<file path="config.mk">
export PLATFORM = sky130hd
export DESIGN_NAME = wb_reg_bank
export DESIGN_NICKNAME = d
export VERILOG_FILES = /design/src/rtl/wb_reg_bank_pkg.sv /design/src/rtl/wb_reg_bank_wbif.sv /design/src/rtl/wb_reg_bank.sv
export SDC_FILE = /design/constraint.sdc
export NUM_CORES = 1
export LEC_CHECK = 0
export BUFFER_PORTS_ARGS = -buffer_cell sky130_fd_sc_hd__buf_2
export CORE_UTILIZATION = 30
export CTS_BUF_LIST = sky130_fd_sc_hd__clkbuf_4
export DETAILED_ROUTE_END_ITERATION = 10
export GPL_TIMING_DRIVEN = 0
export PLACE_DENSITY = 0.5
export SLEW_MARGIN = 20
export SYNTH_ARGS = -nofsm -noshare
export SYNTH_HDL_FRONTEND = slang
export SYNTH_HIERARCHICAL = 1
export SYNTH_SLANG_ARGS = --single-unit
</file>
<file path="constraint.sdc">
create_clock -name clk_i -period 3.75 [get_ports clk_i]
set_clock_uncertainty 0.05 [all_clocks]
set_input_delay 0.375 -clock clk_i [delete_from_list [all_inputs] [get_ports clk_i]]
set_output_delay 0.375 -clock clk_i [all_outputs]
set_load 0.05 [all_outputs]
</file>
<file path="src/rtl/wb_reg_bank_pkg.sv">
// Shared constants and helpers for the Wishbone register bank.
//   WB_ADR_LSB  : lowest word-address bit on the bus (byte address bits 1:0 dropped)
//   clog2()     : ceiling log2, usable in parameter expressions
//   sel_to_mask : expands a byte-lane select into a bit mask (MAX_DATA_W wide,
//                 callers truncate to their own data width)
package wb_reg_bank_pkg;

  localparam int WB_ADR_LSB = 2;
  localparam int MAX_DATA_W = 1024;
  localparam int MAX_SEL_W  = MAX_DATA_W / 8;

  function automatic int clog2(input int value);
    int result;
    result = 0;
    for (int v = value - 1; v > 0; v = v >> 1) begin
      result++;
    end
    return result;
  endfunction

  function automatic logic [MAX_DATA_W-1:0] sel_to_mask(input logic [MAX_SEL_W-1:0] sel);
    logic [MAX_DATA_W-1:0] mask;
    mask = '0;
    for (int i = 0; i < MAX_SEL_W; i++) begin
      mask[i*8 +: 8] = {8{sel[i]}};
    end
    return mask;
  endfunction

endpackage

</file>
<file path="src/rtl/wb_reg_bank_wbif.sv">
// Wishbone slave handshake for the register bank.
// Tracks read/write in progress, captures accepted writes into a one-deep
// pipeline register and generates ack/err/stall. Address decode is done by
// the parent and fed back through i_rd_mapped / i_wr_mapped.
//   wb_*          : Wishbone slave signals (request side, ack/err/stall)
//   i_rd_mapped   : current bus address hits a mapped word
//   i_wr_mapped   : pipelined write address hits a mapped word
//   o_rd_accept   : read accepted this cycle (parent registers read data)
//   o_wr_valid    : pipeline holds a write accepted last cycle
//   o_wr_adr/sel/dat : captured write request
module wb_reg_bank_wbif
  import wb_reg_bank_pkg::*;
#(
  parameter int ADR_W  = 1,
  parameter int DATA_W = 32,
  localparam int SEL_W = DATA_W / 8
) (
  input  logic                                clk_i,
  input  logic                                rst_n_i,
  input  logic                                wb_cyc_i,
  input  logic                                wb_stb_i,
  input  logic                                wb_we_i,
  input  logic [ADR_W+WB_ADR_LSB-1:WB_ADR_LSB] wb_adr_i,
  input  logic [SEL_W-1:0]                    wb_sel_i,
  input  logic [DATA_W-1:0]                   wb_dat_i,
  input  logic                                i_rd_mapped,
  input  logic                                i_wr_mapped,
  output logic                                wb_ack_o,
  output logic                                wb_err_o,
  output logic                                wb_stall_o,
  output logic                                o_rd_accept,
  output logic                                o_wr_valid,
  output logic [ADR_W-1:0]                    o_wr_adr,
  output logic [SEL_W-1:0]                    o_wr_sel,
  output logic [DATA_W-1:0]                   o_wr_dat
);

  logic              r_rip;
  logic              r_wip;
  logic              r_rd_ack;
  logic              r_rd_err;
  logic              r_wr_req;
  logic [ADR_W-1:0]  r_wr_adr;
  logic [SEL_W-1:0]  r_wr_sel;
  logic [DATA_W-1:0] r_wr_dat;

  logic w_req;
  logic w_rd_accept;
  logic w_wr_accept;
  logic w_wr_ack;
  logic w_wr_err;

  // A kind of transfer is blocked only while its own predecessor is in
  // flight; reads and writes proceed independently.
  assign w_req       = wb_cyc_i & wb_stb_i;
  assign w_rd_accept = w_req & ~wb_we_i & ~r_rip;
  assign w_wr_accept = w_req &  wb_we_i & ~r_wip;

  // Write response comes straight from the pipeline register in T+1.
  assign w_wr_ack = r_wr_req &  i_wr_mapped;
  assign w_wr_err = r_wr_req & ~i_wr_mapped;

  // NOTE: state is updated with non-blocking assignments so every flop
  // samples pre-edge values regardless of statement order.
  always_ff @(posedge clk_i or negedge rst_n_i) begin
    if (!rst_n_i) begin
      r_rip    <= 1'b0;
      r_rd_ack <= 1'b0;
      r_rd_err <= 1'b0;
    end else begin
      r_rd_ack <= w_rd_accept &  i_rd_mapped;
      r_rd_err <= w_rd_accept & ~i_rd_mapped;
      if (w_rd_accept) begin
        r_rip <= 1'b1;
      end else if (r_rd_ack || r_rd_err) begin
        r_rip <= 1'b0;
      end
    end
  end

  always_ff @(posedge clk_i or negedge rst_n_i) begin
    if (!rst_n_i) begin
      r_wip    <= 1'b0;
      r_wr_req <= 1'b0;
      r_wr_adr <= '0;
      r_wr_sel <= '0;
      r_wr_dat <= '0;
    end else begin
      r_wr_req <= w_wr_accept;
      if (w_wr_accept) begin
        r_wip    <= 1'b1;
        r_wr_adr <= wb_adr_i;
        r_wr_sel <= wb_sel_i;
        r_wr_dat <= wb_dat_i;
      end else if (w_wr_ack || w_wr_err) begin
        r_wip <= 1'b0;
      end
    end
  end

  assign wb_ack_o    = r_rd_ack | w_wr_ack;
  assign wb_err_o    = r_rd_err | w_wr_err;
  assign wb_stall_o  = w_req & ~(wb_ack_o | wb_err_o);
  assign o_rd_accept = w_rd_accept;
  assign o_wr_valid  = r_wr_req;
  assign o_wr_adr    = r_wr_adr;
  assign o_wr_sel    = r_wr_sel;
  assign o_wr_dat    = r_wr_dat;

endmodule

</file>
<file path="src/rtl/wb_reg_bank.sv">
// Parametrised Wishbone register bank.
// Words 0..NREGS-1 are read/write control registers with byte-lane writes;
// words NREGS..NREGS+NRO-1 expose the ro_i status inputs; the rest of the
// 2^ADR_W window answers with wb_err_o.
//   clk_i, rst_n_i : clock, asynchronous active-low reset
//   wb_*           : Wishbone slave port (classic or pipelined)
//   regs_o         : register contents, register k in slice k
//   wr_pulse_o     : one-cycle pulse per register written
//   ro_i           : status words, word k in slice k
module wb_reg_bank
  import wb_reg_bank_pkg::*;
#(
  parameter int NREGS  = 4,
  parameter int NRO    = 0,
  parameter int DATA_W = 32,
  parameter logic [NREGS*DATA_W-1:0] RESET_VAL = '0,
  localparam int ADR_W = (NREGS + NRO > 1) ? clog2(NREGS + NRO) : 1,
  localparam int SEL_W = DATA_W / 8,
  localparam int RO_W  = ((NRO > 0) ? NRO : 1) * DATA_W
) (
  input  logic                                clk_i,
  input  logic                                rst_n_i,
  input  logic                                wb_cyc_i,
  input  logic                                wb_stb_i,
  input  logic [ADR_W+WB_ADR_LSB-1:WB_ADR_LSB] wb_adr_i,
  input  logic [SEL_W-1:0]                    wb_sel_i,
  input  logic                                wb_we_i,
  input  logic [DATA_W-1:0]                   wb_dat_i,
  output logic                                wb_ack_o,
  output logic                                wb_err_o,
  output logic                                wb_rty_o,
  output logic                                wb_stall_o,
  output logic [DATA_W-1:0]                   wb_dat_o,
  output logic [NREGS*DATA_W-1:0]             regs_o,
  output logic [NREGS-1:0]                    wr_pulse_o,
  input  logic [RO_W-1:0]                     ro_i
);

  // One extra bit so NREGS+NRO == 2^ADR_W does not wrap to zero.
  localparam logic [ADR_W:0] NUM_RW  = (ADR_W+1)'(NREGS);
  localparam logic [ADR_W:0] NUM_MAP = (ADR_W+1)'(NREGS + NRO);

  logic [DATA_W-1:0] r_regs [NREGS];
  logic [DATA_W-1:0] r_dat;
  logic [NREGS-1:0]  r_wr_pulse;

  logic              w_rd_accept;
  logic              w_rd_mapped;
  logic [DATA_W-1:0] w_rd_data;
  logic              w_wr_valid;
  logic              w_wr_mapped;
  logic              w_wr_load;
  logic [ADR_W-1:0]  w_wr_adr;
  logic [SEL_W-1:0]  w_wr_sel;
  logic [DATA_W-1:0] w_wr_dat;
  logic [DATA_W-1:0] w_wr_mask;
  logic [NREGS-1:0]  w_wr_hit;
  logic              w_unused_ro;

  wb_reg_bank_wbif #(
    .ADR_W  (ADR_W),
    .DATA_W (DATA_W)
  ) u_wbif (
    .clk_i       (clk_i),
    .rst_n_i     (rst_n_i),
    .wb_cyc_i    (wb_cyc_i),
    .wb_stb_i    (wb_stb_i),
    .wb_we_i     (wb_we_i),
    .wb_adr_i    (wb_adr_i),
    .wb_sel_i    (wb_sel_i),
    .wb_dat_i    (wb_dat_i),
    .i_rd_mapped (w_rd_mapped),
    .i_wr_mapped (w_wr_mapped),
    .wb_ack_o    (wb_ack_o),
    .wb_err_o    (wb_err_o),
    .wb_stall_o  (wb_stall_o),
    .o_rd_accept (w_rd_accept),
    .o_wr_valid  (w_wr_valid),
    .o_wr_adr    (w_wr_adr),
    .o_wr_sel    (w_wr_sel),
    .o_wr_dat    (w_wr_dat)
  );

  assign w_rd_mapped = {1'b0, wb_adr_i} < NUM_MAP;
  assign w_wr_mapped = {1'b0, w_wr_adr} < NUM_MAP;
  // Writes to status words are acknowledged but never load anything; an
  // all-zero sel is a legal no-op and must not pulse.
  assign w_wr_load   = w_wr_valid & ({1'b0, w_wr_adr} < NUM_RW) & (|w_wr_sel);
  assign w_wr_mask   = DATA_W'(sel_to_mask(MAX_SEL_W'(w_wr_sel)));

  // NOTE: every always_comb output gets a default before any branch, so no
  // path leaves it unassigned and no latch is inferred.
  always_comb begin
    w_rd_data = '0;
    for (int k = 0; k < NREGS; k++) begin
      if (wb_adr_i == ADR_W'(k)) w_rd_data = r_regs[k];
    end
    for (int k = 0; k < NRO; k++) begin
      if (wb_adr_i == ADR_W'(NREGS + k)) w_rd_data = ro_i[k*DATA_W +: DATA_W];
    end
  end

  always_comb begin
    w_wr_hit = '0;
    for (int k = 0; k < NREGS; k++) begin
      w_wr_hit[k] = w_wr_load && (w_wr_adr == ADR_W'(k));
    end
  end

  // NOTE: the register array is reset on purpose: software expects
  // RESET_VAL the instant reset asserts. Large storage arrays normally stay
  // unreset so they can map onto RAM.
  always_ff @(posedge clk_i or negedge rst_n_i) begin
    if (!rst_n_i) begin
      for (int k = 0; k < NREGS; k++) begin
        r_regs[k] <= RESET_VAL[k*DATA_W +: DATA_W];
      end
      r_wr_pulse <= '0;
    end else begin
      for (int k = 0; k < NREGS; k++) begin
        if (w_wr_hit[k]) r_regs[k] <= (r_regs[k] & ~w_wr_mask) | (w_wr_dat & w_wr_mask);
      end
      r_wr_pulse <= w_wr_hit;
    end
  end

  // Read data only moves on a mapped read; errored reads leave it alone.
  always_ff @(posedge clk_i or negedge rst_n_i) begin
    if (!rst_n_i) begin
      r_dat <= '0;
    end else if (w_rd_accept && w_rd_mapped) begin
      r_dat <= w_rd_data;
    end
  end

  always_comb begin
    regs_o = '0;
    for (int k = 0; k < NREGS; k++) begin
      regs_o[k*DATA_W +: DATA_W] = r_regs[k];
    end
  end

  assign wb_dat_o    = r_dat;
  assign wr_pulse_o  = r_wr_pulse;
  assign wb_rty_o    = 1'b0;
  // ro_i is a dummy word when NRO = 0.
  assign w_unused_ro = ^ro_i;

endmodule

</file>
Word level (Yosys, flattened, before mapping)

Index checks and enable logic that the tools add are counted.
Widths: inputs -> output; s select.

Eq/ne operators: 6
Multiplexer cells: 8
Bitwise operators: 22
Reduce and logical (&&, ||, !) cells: 9

Operators with widths:

| operator           | number |
|---|---|
| $and 32x32->32     | 5 |
| $mux 32            | 4 |
| $or 32x32->32      | 4 |
| $not 32->32        | 1 |
| $eq 2x2->1 const B | 4 |
| $and 1x1->1        | 7 |
| $eq 2x1->1 const B | 2 |
| $logic_and 1x1->1  | 4 |
| $logic_not 2->1    | 2 |
| $mux 1             | 4 |
| $not 1->1          | 4 |
| $reduce_bool 2->1  | 2 |
| $reduce_or 4->1    | 1 |
| $or 1x1->1         | 1 |

Flip-flop bits (word level): 206
Bits of input ports: 75
Output and inout bits: 168

Logic depth before layout (Yosys ltp)

Gate-level depths: netlist of run 1.

Depth after elaboration: 5
Depth in mapped cells: 4
Depth with buffers taken out: 3

Hierarchy

Netlist of run 1, hierarchy kept.

Modules (own cells, without submodules):

| module           | instances | area an instance (um^2) | cells an instance | sequential area each (um^2) |
|---|---|---|---|---|
| wb_reg_bank      | 1         | 7319.5                  | 473               | 4103.9 |
| wb_reg_bank_wbif | 1         | 1671.6                  | 99                | 1076.0 |

Worst setup path after synthesis of run 1

No wires, ideal clock.

Kind: flip-flop to output port
Start: reg u_wbif.r_wr_req (netlist: u_wbif/o_wr_valid)
End: out wb_stall_o
Setup slack: 1.359 ns
Buffers on the path: 0
Stages on the path, launching flop included: 2
Arrival: 1.966 ns
Cells stage by stage: dfrtp_1 nor4_1

Cells in the longest elaborated chain, start to end: 3

RTL lines:

| what                   | RTL line                | RTL |
|---|---|---|
| start, declared        | wb_reg_bank_wbif.sv:42  | `logic r_wr_req;` |
| start signal, assigned | wb_reg_bank_wbif.sv:89  | `r_wr_req <= w_wr_accept;` |
| $or 1x1->1             | wb_reg_bank_wbif.sv:101 | `assign wb_ack_o = r_rd_ack \| w_wr_ack;` |
| $not 1->1              | wb_reg_bank_wbif.sv:103 | `assign wb_stall_o = w_req & ~(wb_ack_o \| wb_err_o);` |
| $and 1x1->1            | wb_reg_bank_wbif.sv:103 |  |
| end, declared          | wb_reg_bank.sv:32       | `output logic wb_stall_o,` |

No other way between the ends.

Final worst setup path of run 1

Same ends and word-level chain as after synthesis.

==> results of run 1 <==
[layout make-up]
| cell class | count | share of cell area (%) |
|---|---|---|
| Inverter | 3 | 0.0953 |
| Multi-Input combinational cell | 334 | 29.8 |
| Timing Repair Buffer | 250 | 12.7 |
| Buffer | 31 | 2.44 |
| Sequential cell | 207 | 43.9 |
| Clock inverter | 16 | 1.02 |
| Clock buffer | 93 | 5.91 |
| Tap cell | 390 | 4.13 |
| Antenna cell | 1 | 0.0212 |
[metal layers]
layer  track usage [%]  part of all wire, %  wire (um)
met1              22.4                   46      11500
met3              5.68                  7.3       1840
met4              4.57                  1.8        442
met5                 0                    0          0
met2              25.7                   45      11400
[synthesized netlist by cell type, drive strengths merged]
master,number
o21ai,1
and2,1
dfrtp,207
buf,19
and4bb,5
nor2b,1
o41ai,1
conb,2
nor3,1
nand4,4
nor4,1
nor2,2
mux2i,64
nand2b,33
mux2,166
a21o,3
o221ai,32
nand4b,9
inv,3
nor3b,2
clkbuf,12
nand2,3
[per-stage QoR]
stage,cells,util (%)
after floorplan,575,-
after global placement,1174,35.6
after detailed placement,1176,35.9
after CTS,1324,40.0
after global routing,1325,40.0
final,1325,40.0
[timing repair]
| item | in CTS | in global routing |
|---|---|---|
| hold buffers | 39 | 0 |
| resized for setup | 0 | 0 |
| endpoints found under the hold margin | 123 | 0 |
[kinds of logic (layout without fill, tap and decap cells)]
kind of cell | Yosys count | in the layout | synth area share, %
AND/OR/NAND/NOR | 62 | 62 | 6.96
flip-flops | 207 | 207 | 57.6
buffers and inverters | 34 | 393 | 3.33
other | 2 | 6 | 0.0835
AO/OA/AOI/OAI | 37 | 37 | 3.52
multiplexers | 230 | 230 | 28.5
[power breakdown]
group	internal, mW	switching [mW]	leakage, nW
Sequential	2.91	0.645	2.79
Combinational	1.14	2.35	3.15
Clock	1.26	0.996	0.484
[placed cells by master, fill, tap and decap left out, types with 4 or more instances in the layout]
cell / Yosys / layout
buf_2: 1 / 209
buf_4: 7 / 7
buf_6: 6 / 6
clkbuf_1: 7 / 7
clkbuf_4: 0 / 93
clkbuf_8: 5 / 5
clkinv_1: 0 / 10
conb_1: 2 / 5
dfrtp_1: 207 / 207
dlygate4sd3_1: 0 / 39
mux2_2: 152 / 152
mux2_4: 14 / 14
mux2i_1: 64 / 64
nand2b_1: 33 / 33
nand4_4: 4 / 4
nand4b_4: 9 / 9
o221ai_1: 32 / 32
[worst min path at each step]
stage / startpoint / depth (start not counted) / slack (ns) / to
final: wb_we_i / 4 / 0.18 / u_wbif/o_wr_valid
after detailed placement: rst_n_i / 1 / 0.40 / async pin
after global placement: u_wbif/r_rip / 1 / 0.40 / u_wbif/r_rip
after global routing: wb_we_i / 4 / 0.15 / u_wbif/o_wr_valid
after floorplan: rst_n_i / 0 / 0.03 / async pin
after CTS: wb_we_i / 4 / 0.13 / u_wbif/o_wr_valid
[worst register-to-register path, cell delays in order, from the launching register on]
cell and delay, ns:
dfrtp_1 0.35, and4bb_2 0.32, nand2b_1 0.21, clkbuf_1 0.61, o221ai_1 0.26
==> summary.md, run 1 <==
| Metric | Value |
|---|---|
| Cell depth of the worst setup path | `2` |
| Via count | `5995` |
| Longest Clk Path Bufs | `3` |
| Library cells used by synthesis | `29` |
| Root Buffer | `clkbuf_4` |
| Cell Area, Synth | `8990 sq um` |
| Row count | `63` |
| Clk_lat worst skew | `0.68 ns` |
| Post-synth top area cell | `dfrtp_1` |
| Fin crit share | `57.3%` |
| Layout cells sized above 1 | `54.9%` |
| Fin. Hold Viols | `0` |
| Full die area | `30700 sq um` |
| Core box area | `29600 sq um` |
| Crit path max fanout | `5` |
| Via density | `4.52` |
| Leakage | `6.41 nW` |
| Max Cap Viol | `0` |
| IO Count | `243` |
| Final instance area | `11800 sq um` |
| DRT Wirelength | `25200 um` |
| DR DRC count | `0` |
| Layout Nets | `961` |
| Setup TNS | `0 ns` |
| Worst vdd ir | `0.368 mV` |
| End of the critical path | `wb_stall_o` |
| CP Launch Point | `u_wbif/o_wr_valid` |
| Synth top area cells | `dfrtp_1 (58%), mux2_2 (19%), mux2i_1 (7.1%)` |
| Vias in the first global route | `6298` |
| First-pass GRT wire length | `39000 um` |
| Clock slew at reported path FFs | `0.07 ns` |
| Slowest cell on crit path | `dfrtp_1` |
| Port bufs | `209` |
| Fillers | `2914` |
| Hold Path Class | `in -> reg` |
| Top-area cell type share of the netlist area | `57.6%` |
| CP arrival | `1.72 ns` |
| Post-Syn Area per Cell | `15.7 sq um` |
| Power per cell area | `787 nW/um^2` |
| Starting DRC count in detailed routing | `178` |
| Synth warn | `6` |
| Initial Util | `30.4%` |
| Slew at the pin with the worst max-slew slack | `0.799 ns` |
| CTS buffer count | `59` |
| DIE HEIGHT | `175 um` |
| Critical Path End Type | `primary output` |
| Headroom to the max-slew limit | `46.7%` |
| Reg2reg end | `wb_dat_o[14]` |
| Final Critical Period | `2.15 ns` |
| Hold WS | `0.181 ns` |
| WP data required | `3.32 ns` |
| HPWL after DPL | `16700 um` |
| Final setup violation count | `0` |
| Initial antenna violation count | `1` |
| CTS tree | `done` |
| Pwr Total | `9.30 mW` |
| Worst Setup Start Kind | `flip-flop` |
| Clock sink total | `207` |
| CTS HTree Levels | `2` |
| Area of the multi-input gates | `3520 sq um` |
| Max Slew Vio Count | `0` |
| Outcome | `finished, final reports clean` |
| Max Clk Rate | `465 MHz` |
| Buf+Inv Stages, Crit Path | `1` |
| #FFs+latches synth | `207` |
| Largest net degree at the start of global routing | `88` |
| Critical path's largest stage delay | `0.44 ns` |
| GP Congestion | `0.709` |
| Seq. cell area | `5180 sq um` |
| Delay-heaviest family, CP | `flip-flops` |
| Die Wd | `175 um` |
| ANT nets after route | `0` |
| Setup Buffers After CTS | `0` |
| Pre-antenna DRT Iters | `4` |
| Cells after Synth | `572` |
| Reg2Reg Depth | `4` |
| Register-to-register path setup slack | `1.80 ns` |
| Crit-path cells | `nor4_1, buf_2` |
| Total grt overflow | `0` |
| Seq/Total Area, Yosys | `57.6%` |
| Crit Path Category | `reg -> out` |
| Worst flop-to-flop path startpoint | `u_wbif/r_rip` |
| Pre-CTS WS | `1.58 ns` |
| Area grow syn2layout | `31.4%` |
| Placed instance area | `10600 sq um` |
| All-Layer GR Usage | `16.8%` |
| Final setup margin | `1.60 ns` |
| Wire length per cell | `19.0 um` |
| RSZ-0062 raised after global routing | `false` |
Power figures use the tool's default switching activity.
==> run 2, diff against run 1 <==
--- a/config.mk
+++ b/config.mk
@@ -5,12 +5,13 @@
 export SDC_FILE = /design/constraint.sdc
 export NUM_CORES = 1
 export LEC_CHECK = 0
+export ABC_AREA = 1
 export BUFFER_PORTS_ARGS = -buffer_cell sky130_fd_sc_hd__buf_2
 export CORE_UTILIZATION = 30
 export CTS_BUF_LIST = sky130_fd_sc_hd__clkbuf_4
 export DETAILED_ROUTE_END_ITERATION = 10
 export GPL_TIMING_DRIVEN = 0
-export PLACE_DENSITY = 0.5
+export PLACE_DENSITY = 0.51
 export SLEW_MARGIN = 20
 export SYNTH_ARGS = -nofsm -noshare
 export SYNTH_HDL_FRONTEND = slang
==> constraint.sdc (replaced) <==
create_clock -name clk_i -period 1.9 [get_ports clk_i]
set_clock_uncertainty 0.05 [all_clocks]
set_input_delay 0.19 -clock clk_i [delete_from_list [all_inputs] [get_ports clk_i]]
set_output_delay 0.19 -clock clk_i [all_outputs]
set_load 0.05 [all_outputs]
==> summary.md, run 2 <==
| Metric | Value |
|---|---|
| WP data required | `1.66 ns (-1.66 ns)` |
| Delay-heaviest family, CP | `flip-flops` |
| DRT Wirelength | `32200 um (+28%)` |
| Hold Path Class | `in -> reg` |
| Clk_lat worst skew | `0.69 ns (about the same)` |
| Setup TNS | `0 ns (unchanged)` |
| Crit path max fanout | `4 (-1)` |
| Area grow syn2layout | `32.6%` |
| Seq/Total Area, Yosys | `58.2% (+0.63 points)` |
| Cells after Synth | `1094 (+91%)` |
| Layout Nets | `1496 (+56%)` |
| Final Critical Period | `1.83 ns` |
| Area of the multi-input gates | `3410 sq um (-3.3%)` |
| Final setup violation count | `0 (unchanged)` |
| CTS buffer count | `57 (-3.4%)` |
| Post-synth EDFFs | `0 (unchanged)` |
| Pwr Total | `16.6 mW (+79%)` |
| Leakage | `6.78 nW (+5.8%)` |
| Die Wd | `174 um (-0.54%)` |
| Slew at the pin with the worst max-slew slack | `0.922 ns (+0.123 ns)` |
| Via count | `8516 (+42%)` |
| Final instance area | `11800 sq um (-0.16%)` |
| Longest Clk Path Bufs | `3 (unchanged)` |
| First-pass GRT wire length | `49400 um (+27%)` |
| Synth top area cells | `dfrtp_1 (58%), nand2_1 (24%), nand3_1 (4.1%)` |
| Critical Path End Type | `primary output` |
| Power per cell area | `1410 nW/um^2 (+79%)` |
| Full die area | `30300 sq um (-1.1%)` |
| Fin. Hold Viols | `0 (unchanged)` |
| Layout cells sized above 1 | `24.5% (-30 points)` |
| Max Slew Vio Count | `0 (unchanged)` |
| Port bufs | `209 (unchanged)` |
| Worst vdd ir | `0.491 mV (+33%)` |
| Total grt overflow | `0 (unchanged)` |
| Clock slew at reported path FFs | `0.06 ns (about the same)` |
| Buf+Inv Stages, Crit Path | `1 (unchanged)` |
| Cell Area, Synth | `8890 sq um (-1.1%)` |
| Post-Route Utilization | `40.8% (+0.80 points)` |
| Share of flip-flops with an asynchronous set or reset | `100% (unchanged)` |
| Headroom to the max-slew limit | `38.6% (-8.2 points)` |
| Most numerous cell in the Yosys netlist | `nand2_1` |
| Crit Path Category | `reg -> out` |
| Core box area | `28900 sq um (-2.1%)` |
| Fillers | `3080 (+5.7%)` |
| Slowest cell on crit path | `dfrtp_2` |
| CP arrival | `1.59 ns (-0.13 ns)` |
| Max Clk Rate | `546 MHz` |
| Outcome | `finished, final reports clean` |
| Fin crit share | `96.3%` |
| Seq. cell area | `5180 sq um (about the same)` |
| Largest net degree at the start of global routing | `85 (-3.4%)` |
| Worst Setup Start Kind | `flip-flop` |
| CTS tree | `done` |
| Starting DRC count in detailed routing | `582 (+230%)` |
| Max Cap Viol | `0 (unchanged)` |
| Row count | `62 (-1.6%)` |
| DR DRC count | `0 (unchanged)` |
| Post-Syn Area per Cell | `8.13 sq um (-48%)` |
| Initial antenna violation count | `1 (unchanged)` |
| RSZ-0062 raised after global routing | `true` |
| Pre-antenna DRT Iters | `6 (+2)` |
| Synth warn | `6 (unchanged)` |
| Initial Util | `30.7% (+0.32 points)` |
| DIE HEIGHT | `174 um (-0.54%)` |
| Post-synth top area cell | `dfrtp_1` |
| Synth cell count leaders | `nand2_1 (566), dfrtp_1 (207), nor2_1 (74)` |
| Clock sink total | `207 (unchanged)` |
| IO Count | `243 (unchanged)` |
| #FFs+latches synth | `207 (unchanged)` |
| Wire length per cell | `17.4 um (-8.2%)` |
| Library cells used by synthesis | `18 (-38%)` |
| Top-area cell type share of the netlist area | `58.2% (+0.63 points)` |
| CTS HTree Levels | `2 (unchanged)` |
| Crit-path cells | `nand2_2, nand3_2, nor2_2, buf_6` |
| Root Buffer | `clkbuf_4` |
| GP Congestion | `0.818 (+15%)` |
| HPWL after DPL | `22200 um (+32%)` |
| Via density | `4.61 (+1.8%)` |
| Critical path's largest stage delay | `0.46 ns (+0.02 ns)` |
| Placed instance area | `10500 sq um (-0.99%)` |
| All-Layer GR Usage | `21.5% (+4.7 points)` |
| Most common cell after layout, fill and taps aside | `nand2_1` |
| Vias in the first global route | `8196 (+30%)` |
| Main flop type after synthesis | `dfrtp_1` |
| Most frequent cells in the layout | `nand2_1 (565), buf_2 (226), dfrtp_1 (206)` |
| ANT nets after route | `0 (unchanged)` |
==> run 2: cell types whose count changed in the layout (fill, tap and decap cells not counted), sizes merged, moves of 8 or more <==
cell / before / now
nand3: 0 / 76
o21ai: 1 / 65
mux2: 166 / 0
o221ai: 32 / 0
nand2b: 33 / 0
mux2i: 64 / 0
nand2: 3 / 567
nand4: 4 / 16
nand4b: 9 / 0
inv: 3 / 29
nor2: 2 / 89
buf: 230 / 242
dlygate4sd3: 39 / 47
==> run 2: what timing repair did <==
action | CTS | global route
setup buffers | 0 | 6
cloned | 0 | 0
endpoints found under the hold margin | 163 | 0
setup endpoints to repair | 4 | 121
pin swaps | 1 | 5
hold buffers | 48 | 0
resized for setup | 4 | 6
==> run 2: layout make-up <==
type	count	share of cell area [%]
Antenna cell	1	0.0212
Buffer	43	1.86
Clock buffer	89	5.67
Clock inverter	12	0.605
Inverter	29	0.923
Multi-Input combinational cell	818	28.9
Sequential cell	207	43.9
Tap cell	384	4.07
Timing Repair Buffer	265	14.0
==> run 2: where the power goes <==
part	leakage [nW]	internal (mW)	switching, mW	total (mW)
Clock	0.441	2.24	1.89	4.13
Combinational	3.55	1.36	4.47	5.82
Sequential	2.80	5.57	1.11	6.68
==> run 2: path summary, 6_finish.rpt <==
path / from / endpoint / slack (ns) / depth (start not counted)
min in group asynchronous: rst_n_i / wb_dat_o[5] / 0.13 / 3
setup / recovery: u_wbif/o_wr_valid / wb_stall_o / 0.07 / 4
max in group asynchronous: rst_n_i / u_wbif/o_wr_valid / 0.53 / 5
hold reg to reg: u_wbif/o_wr_dat[4] / u_wbif/o_wr_dat[4] / 0.42 / 2
hold / removal: wb_stb_i / u_wbif/o_wr_adr[1] / 0.08 / 6
setup reg to reg: u_wbif/o_wr_valid / flip-flop / 0.07 / 5
==> run 2: worst min-delay path: stages <==
cell     delay, ns
buf_2         0.10
nand2_1       0.06
inv_2         0.06
buf_2         0.20
nand3_1       0.11
nand2_1       0.05
==> run 2: kinds of logic after synthesis <==
kind of cell,after synthesis,share of synthesized area (%)
and+or+nand+nor,748,34.3
DFF,207,58.2
buffers and inverters,72,3.69
AOI/OAI and AO/OA,65,3.66
other,2,0.0844
==> run 2: per-layer routing <==
layer / part of all wire, % / up-vias / GRT usage, % / routed length, um
li1: - / 4123 / - / -
met1: 45 / 4043 / 29.5 / 14600
met2: 46 / 306 / 34.1 / 14800
met3: 6.8 / 44 / 4.66 / 2200
met4: 1.9 / 0 / 5.99 / 599
met5: 0 / - / 0 / 0
==> run 2: through the flow <==
stage	std cells	worst slack (ns)	hold WS (ns)
after floorplan	1097	0.137	-0.156
after global placement	1690	-3.26	0.374
after detailed placement	1692	-0.210	0.107
after CTS	1841	0.00107	0.0225
after global routing	1848	-0.0868	0.0807
final	1848	0.0698	0.0762
